[config.mk]
export PLATFORM = sky130hd
export DESIGN_NAME = bcd_seg_scan_flat
export DESIGN_NICKNAME = d
export VERILOG_FILES = /design/src/rtl/seg7_pkg.sv /design/src/rtl/bcd_seg_scan_if.sv /design/src/rtl/seg7_decode.sv /design/src/rtl/bcd_seg_scan.sv /design/src/flat_wrapper.sv
export SDC_FILE = /design/constraint.sdc
export NUM_CORES = 1
export LEC_CHECK = 0
export ABC_AREA = 1
export BUFFER_PORTS_ARGS = -buffer_cell sky130_fd_sc_hd__buf_2
export CAP_MARGIN = 20
export CORE_ASPECT_RATIO = 1.1
export CORE_MARGIN = 1.5
export CORE_UTILIZATION = 45
export CTS_CLUSTER_DIAMETER = 50
export CTS_CLUSTER_SIZE = 40
export DETAILED_ROUTE_END_ITERATION = 8
export MAX_ROUTING_LAYER = met4
export PLACE_DENSITY_LB_ADDON = 0.08
export RECOVER_POWER = 100
export SLEW_MARGIN = 20
export SYNTH_ARGS = -nofsm -noshare
export SYNTH_HDL_FRONTEND = slang
export SYNTH_SLANG_ARGS = --single-unit
[constraint.sdc]
create_clock -name clock -period 2.7 [get_ports clock]
set_input_delay 0.81 -clock clock [delete_from_list [all_inputs] [get_ports clock]]
set_output_delay 0.81 -clock clock [all_outputs]
set_load 0.005 [all_outputs]
[src/rtl/seg7_pkg.sv]
// Seven-segment pattern constants (active-high, bit0=a .. bit6=g) and scan slot indices.
package seg7_pkg;

  localparam logic [6:0] SEG_0    = 7'h3F;
  localparam logic [6:0] SEG_1    = 7'h06;
  localparam logic [6:0] SEG_2    = 7'h5B;
  localparam logic [6:0] SEG_3    = 7'h4F;
  localparam logic [6:0] SEG_4    = 7'h66;
  localparam logic [6:0] SEG_5    = 7'h6D;
  localparam logic [6:0] SEG_6    = 7'h7D;
  localparam logic [6:0] SEG_7    = 7'h07;
  localparam logic [6:0] SEG_8    = 7'h7F;
  localparam logic [6:0] SEG_9    = 7'h6F;
  localparam logic [6:0] SEG_DASH = 7'h40;
  localparam logic [6:0] SEG_OFF  = 7'h00;

  typedef enum logic [1:0] {
    SLOT_0 = 2'd0,
    SLOT_1 = 2'd1,
    SLOT_2 = 2'd2
  } slot_t;

endpackage

[src/rtl/bcd_seg_scan_if.sv]
// Digit inputs and display outputs of the multiplexed seven-segment scanner.
interface bcd_seg_scan_if;

  logic [3:0] bcd_0;
  logic [3:0] bcd_1;
  logic [3:0] bcd_2;
  logic       en;
  logic [6:0] seg;
  logic [2:0] an;
  logic       frame;

  modport master (output bcd_0, bcd_1, bcd_2, en, input seg, an, frame);
  modport slave  (input bcd_0, bcd_1, bcd_2, en, output seg, an, frame);

endinterface

[src/rtl/seg7_decode.sv]
// Combinational BCD to active-high segment pattern; non-BCD codes give a dash, blank gives all off.
module seg7_decode
  import seg7_pkg::*;
(
  input  logic [3:0] digit,
  input  logic       blank,
  output logic [6:0] pattern
);

  always_comb begin
    pattern = SEG_OFF;
    if (!blank) begin
      case (digit)
        4'd0:    pattern = SEG_0;
        4'd1:    pattern = SEG_1;
        4'd2:    pattern = SEG_2;
        4'd3:    pattern = SEG_3;
        4'd4:    pattern = SEG_4;
        4'd5:    pattern = SEG_5;
        4'd6:    pattern = SEG_6;
        4'd7:    pattern = SEG_7;
        4'd8:    pattern = SEG_8;
        4'd9:    pattern = SEG_9;
        default: pattern = SEG_DASH;
      endcase
    end
  end

endmodule

[src/rtl/bcd_seg_scan.sv]
// 3-digit time-multiplexed seven-segment driver; digits snapshotted once per frame,
// leading zeros blanked, guard cycles at each slot start; seg/an/frame registered (1-cycle lag).
module bcd_seg_scan
  import seg7_pkg::*;
#(
  parameter int CLK_DIV        = 50000,
  parameter int GUARD          = 2,
  parameter bit SEG_ACTIVE_LOW = 1'b1,
  parameter bit AN_ACTIVE_LOW  = 1'b1
) (
  input  logic          clock,
  input  logic          rst_n,
  bcd_seg_scan_if.slave bus
);

  localparam int              PW        = $clog2(CLK_DIV);
  localparam logic [PW-1:0]   PMAX      = PW'(CLK_DIV - 1);
  localparam logic [PW-1:0]   PGUARD    = PW'(GUARD);
  localparam logic [6:0]      SEG_INACT = SEG_ACTIVE_LOW ? 7'h7F : 7'h00;
  localparam logic [2:0]      AN_INACT  = AN_ACTIVE_LOW ? 3'b111 : 3'b000;

  logic [PW-1:0] pcnt;
  slot_t         slot;
  logic [3:0]    sh0, sh1, sh2;
  logic          tick;
  logic          blank;
  logic          lit;
  logic [3:0]    digit;
  logic [2:0]    an_sel;
  logic [6:0]    pattern;

  always_comb begin
    tick   = (pcnt == PMAX);
    digit  = sh0;
    blank  = 1'b0;
    an_sel = 3'b001;
    case (slot)
      SLOT_1: begin
        digit  = sh1;
        blank  = (sh2 == 4'd0) && (sh1 == 4'd0);
        an_sel = 3'b010;
      end
      SLOT_2: begin
        digit  = sh2;
        blank  = (sh2 == 4'd0);
        an_sel = 3'b100;
      end
      default: ;
    endcase
    // Guard cycles keep the anode dark while segments settle to the new digit.
    lit = bus.en && (pcnt >= PGUARD) && !blank;
  end

  seg7_decode u_decode (
    .digit   (digit),
    .blank   (!lit),
    .pattern (pattern)
  );

  always_ff @(posedge clock or negedge rst_n) begin
    if (!rst_n) begin
      pcnt      <= '0;
      slot      <= SLOT_0;
      sh0       <= 4'd0;
      sh1       <= 4'd0;
      sh2       <= 4'd0;
      bus.frame <= 1'b0;
      bus.seg   <= SEG_INACT;
      bus.an    <= AN_INACT;
    end else begin
      bus.frame <= tick && (slot == SLOT_2);
      bus.seg   <= SEG_ACTIVE_LOW ? ~pattern : pattern;
      bus.an    <= lit ? (AN_ACTIVE_LOW ? ~an_sel : an_sel) : AN_INACT;
      if (tick) begin
        pcnt <= '0;
        case (slot)
          SLOT_0: slot <= SLOT_1;
          SLOT_1: slot <= SLOT_2;
          SLOT_2: begin
            slot <= SLOT_0;
            sh0  <= bus.bcd_0;
            sh1  <= bus.bcd_1;
            sh2  <= bus.bcd_2;
          end
          default: slot <= SLOT_0;
        endcase
      end else begin
        pcnt <= pcnt + 1'b1;
      end
    end
  end

endmodule

[src/flat_wrapper.sv]
// flat-port wrapper written by rule: the top's interface ports become plain ports
module bcd_seg_scan_flat import seg7_pkg::*;
#(
  parameter int CLK_DIV        = 50000,
  parameter int GUARD          = 2,
  parameter bit SEG_ACTIVE_LOW = 1'b1,
  parameter bit AN_ACTIVE_LOW  = 1'b1
)
  (clock, rst_n, bus_bcd_0, bus_bcd_1, bus_bcd_2, bus_en, bus_seg, bus_an, bus_frame);
  bcd_seg_scan_if bus_i ();
  input  logic clock;
  input  logic rst_n;
  input wire logic [$bits(bus_i.bcd_0)-1:0] bus_bcd_0;
  input wire logic [$bits(bus_i.bcd_1)-1:0] bus_bcd_1;
  input wire logic [$bits(bus_i.bcd_2)-1:0] bus_bcd_2;
  input wire logic [$bits(bus_i.en)-1:0] bus_en;
  output wire logic [$bits(bus_i.seg)-1:0] bus_seg;
  output wire logic [$bits(bus_i.an)-1:0] bus_an;
  output wire logic [$bits(bus_i.frame)-1:0] bus_frame;
  assign bus_i.bcd_0 = bus_bcd_0;
  assign bus_i.bcd_1 = bus_bcd_1;
  assign bus_i.bcd_2 = bus_bcd_2;
  assign bus_i.en = bus_en;
  assign bus_seg = bus_i.seg;
  assign bus_an = bus_i.an;
  assign bus_frame = bus_i.frame;
  bcd_seg_scan #(.CLK_DIV(CLK_DIV), .GUARD(GUARD), .SEG_ACTIVE_LOW(SEG_ACTIVE_LOW), .AN_ACTIVE_LOW(AN_ACTIVE_LOW)) u_core (.clock(clock), .rst_n(rst_n), .bus(bus_i));
endmodule
==> metrics.md <==
| Metric | Value |
|---|---|
| DIE WIDTH | 70.4 um |
| CP Launch Type | register |
| Worst-path maximum fanout | 11 |
| Final HPWL DP | between 3000 and 4000 um |
| Layout cells sized above 1 | 13.7% |
| Area Growth Syn to Fin | 9.96% |
| Switching share of power | roughly 21% |
| Clk sink count | just over 40 |
| Post-Route Setup TNS | 0 ns |
| Die ar. | ~5400 sq um |
| Core area | about 4700 sq um |
| Async SR Flop Fraction | 100% |
| Initial Util | a little under half |
| Post CTS Setup Buffer Count | 0 |
| Critical path class | reg -> reg |
| Worst-path clk slew | around 0.080 ns |
| DR WL/cell | 11.9 um |
| Most common cell in the netlist | nand2_1 |
| TritonCTS clock tree | yes |
| Fin. max-slew vios | 0 |
| WL final | 4480 um |
| Crit path DAT | roughly 2.4 ns |
| Mapped cell area | between 2000 and 2500 sq um |
| Dpl cells | between 300 and 400 |
| Final GP Congestion | between 0.8 and 0.9 |
| Gate power share | under 10% |
| Clk Latency, worst-skew pair | about 0.30 ns |
| CTS Hold Bufs | 0 |
| DR vias | 1842 |
| Worst-case reg-to-reg path depth | 11 |
| Ranking of synthesized cells by area | dfrtp_1 (35%), nand2_1 (14%), dfstp_2 (12%) |
| Hold Vio Cnt, Final | 0 |
| Final setup fails | 0 |
| Reg2reg setup slack | about 0.5 ns |
| Pwr Total | ~1.1 mW |
| Initial antenna violation count | 0 |
| Slew @ Worst Pin | around 1.0 ns |
| First-pass GRT wire length | between 7000 and 8000 um |
| Yosys top cell area share | about a third |
| Maximum VDD drop | 308 uV |
| Crit end category | register |
| Clk_skew | between 0.01 and 0.015 ns |
| Pwr per Cell Area | approximately 430 nW/um^2 |
| Routed Antenna Nets | 0 |
| Period minus WS final | between 2 and 2.5 ns |
| Post-route worst setup slack | between 0.4 and 0.5 ns |
| Synthesized flop and latch total | 41 |
| Yosys warns | 0 |
| Syn nets | 317 |
| Die height | ~77 um |
| EDFF count, synth | 0 |
| Worst Hold Class | reg -> reg |
| Fin cells | 377 |
| Worst setup path startpoint | u_core.slot[0]$_DFFE_PN0N_ |
| Clk pwr share | between 30% and 40% |
| CTS root buffer | clkbuf_8 |
| Top_reg_cell synth | dfrtp_1 |
| GRT Overall Usage | roughly a fifth |
| Final period util | around four fifths |
| Largest net degree at the start of global routing | 22 |
| Place WS | 0.618 ns |
| Flop pwr share | 58.7% |
| CTS buffer count | 5 |
| Fmax | 454 MHz |
| Final nets | 346 |
| CTS max path bufs | 2 |
| Post-cts sizing count | 0 |
| Min-delay src | u_core.sh0[0]$_DFFE_PN0P_ |
| Most frequent cells after synthesis | nand2_1 (86), nand3_1 (39), nor2_1 (38) |
| RSZ-0062 raised after global routing | false |
| DR vias/cell | 4.89 |
| Worst R2R Start | u_core.slot[0]$_DFFE_PN0N_ |
| Leakage | 1.22 nW |
| I/O pin total | 26 |
| Antenna diode count | 0 |
| Pint | 0.834 mW |
| Sw Pwr | approximately 0.22 mW |
| PortBufs | 25 |
| Vias in the first global route | roughly 1.8k |
| Worst EP required | around 3 ns |
| Status | finished clean |
| Avg Inst Size Synth | ~7.7 sq um |
| Rel. slew slack | roughly 30% |
| Number of DRC markers in iteration 0 | between 80 and 90 |
| GRT Residual Overflow | 0 |
| H-tree levels | 2 |
| Post-route DRC | 0 |
| Drt pass-1 iters | 4 |
| Synth area leader | dfrtp_1 |
| Yosys cell types | 24 |
| Seq/Total Area, Yosys | a little under half |
| Syn Inst Count | 291 |
| Worst Hold Depth | 2 |
| Max Cap Violations | 0 |
| FP Rows | 26 |
-- routing by layer --
layer | vias up | GRT usage [%] | wire (um)
met5 | - | - | 0
met4 | 0 | 7.12 | 88
met3 | 8 | 4.34 | 128
met2 | 22 | 32.5 | 2220
met1 | 847 | 21.4 | 2050
li1 | 965 | - | -
-- cells in the final DEF, fill, tap and decap left out --
cell type,n
inv_1,32
nor4_1,1
xnor2_1,1
dfstp_2,10
nand3_1,39
ha_1,11
clkbuf_1,7
xor2_1,7
o21ai_0,4
inv_2,2
o21ai_1,1
nand2_1,90
or2_2,2
nor3_1,4
nand4_1,2
and2_4,1
nor2_1,42
clkbuf_8,6
nand2_2,1
dfrtp_1,31
a21oi_1,3
or2_1,2
clkbuf_2,1
buf_2,21
-- critical path, stage by stage, from the launching register on --
cell and delay (ns):
dfrtp_1 0.40, inv_1 0.10, ha_1 0.36, clkbuf_1 0.40, nand2_1 0.12, nand3_1 0.20
nand2_1 0.17, nand2_1 0.12, nand2_2 0.09, nand2_1 0.08, inv_1 0.04, nand2_1 0.05
-- power by group through the flow --
stage	Clock [mW]	Sequential, mW	Combinational (mW)
after detailed placement	0	0.629	0.0285
after floorplan	0	0.629	0.00276
after CTS	0.427	0.617	0.0286
after global placement	0	0.629	0.0282
after global routing	0.451	0.617	0.0316
final	0.409	0.617	0.0262
-- kinds of logic (layout without fill, tap and decap cells) --
logic type,Yosys count,in the layout,share of synthesized area [%]
compound gates,8,8,1.78
simple gates,184,184,35.1
buf+inv,39,69,7.68
flops,41,41,46.2
xor+xnor,8,8,3.12
fa+ha+maj,11,11,6.12
-- state kept, by name, indices dropped and copies added (netlist names) --
name,flops
u_core.pcnt,16
u_core.bus.seg,7
u_core.sh0,4
u_core.sh1,4
u_core.sh2,4
u_core.bus.an,3
u_core.slot,2
u_core.bus.frame,1
-- metrics by stage --
step	hold WS, ns	utilization (%)	area [sq um]
4_1_cts	0.453	53.1	2500
3_5_place_dp	0.461	51.2	2410
3_3_place_gp	0.460	51.2	2410
5_1_grt	0.499	52.4	2470
6_report	0.472	52.4	2470
2_1_floorplan	0.434	-	2250
-- area by class of cell --
class	count	area, sq um
well taps	56	70.1
multi-input cells	211	1020
clock buffers	8	90.1
fillers	479	2240
repair buffers	27	129
inverters	34	128
flip-flops and latches	41	1040
-- final timing paths --
kind	endpoint
setup reg to reg	u_core.bus.seg[2]$_DFF_PN1_
max in group asynchronous	u_core.pcnt[7]$_DFF_PN0_
setup / recovery	u_core.bus.seg[2]$_DFF_PN1_
min in group asynchronous	u_core.sh1[0]$_DFFE_PN0P_
hold / removal	u_core.sh0[0]$_DFFE_PN0P_
hold reg to reg	u_core.sh0[0]$_DFFE_PN0P_
Note: power is estimated with default switching activity, not from simulation.
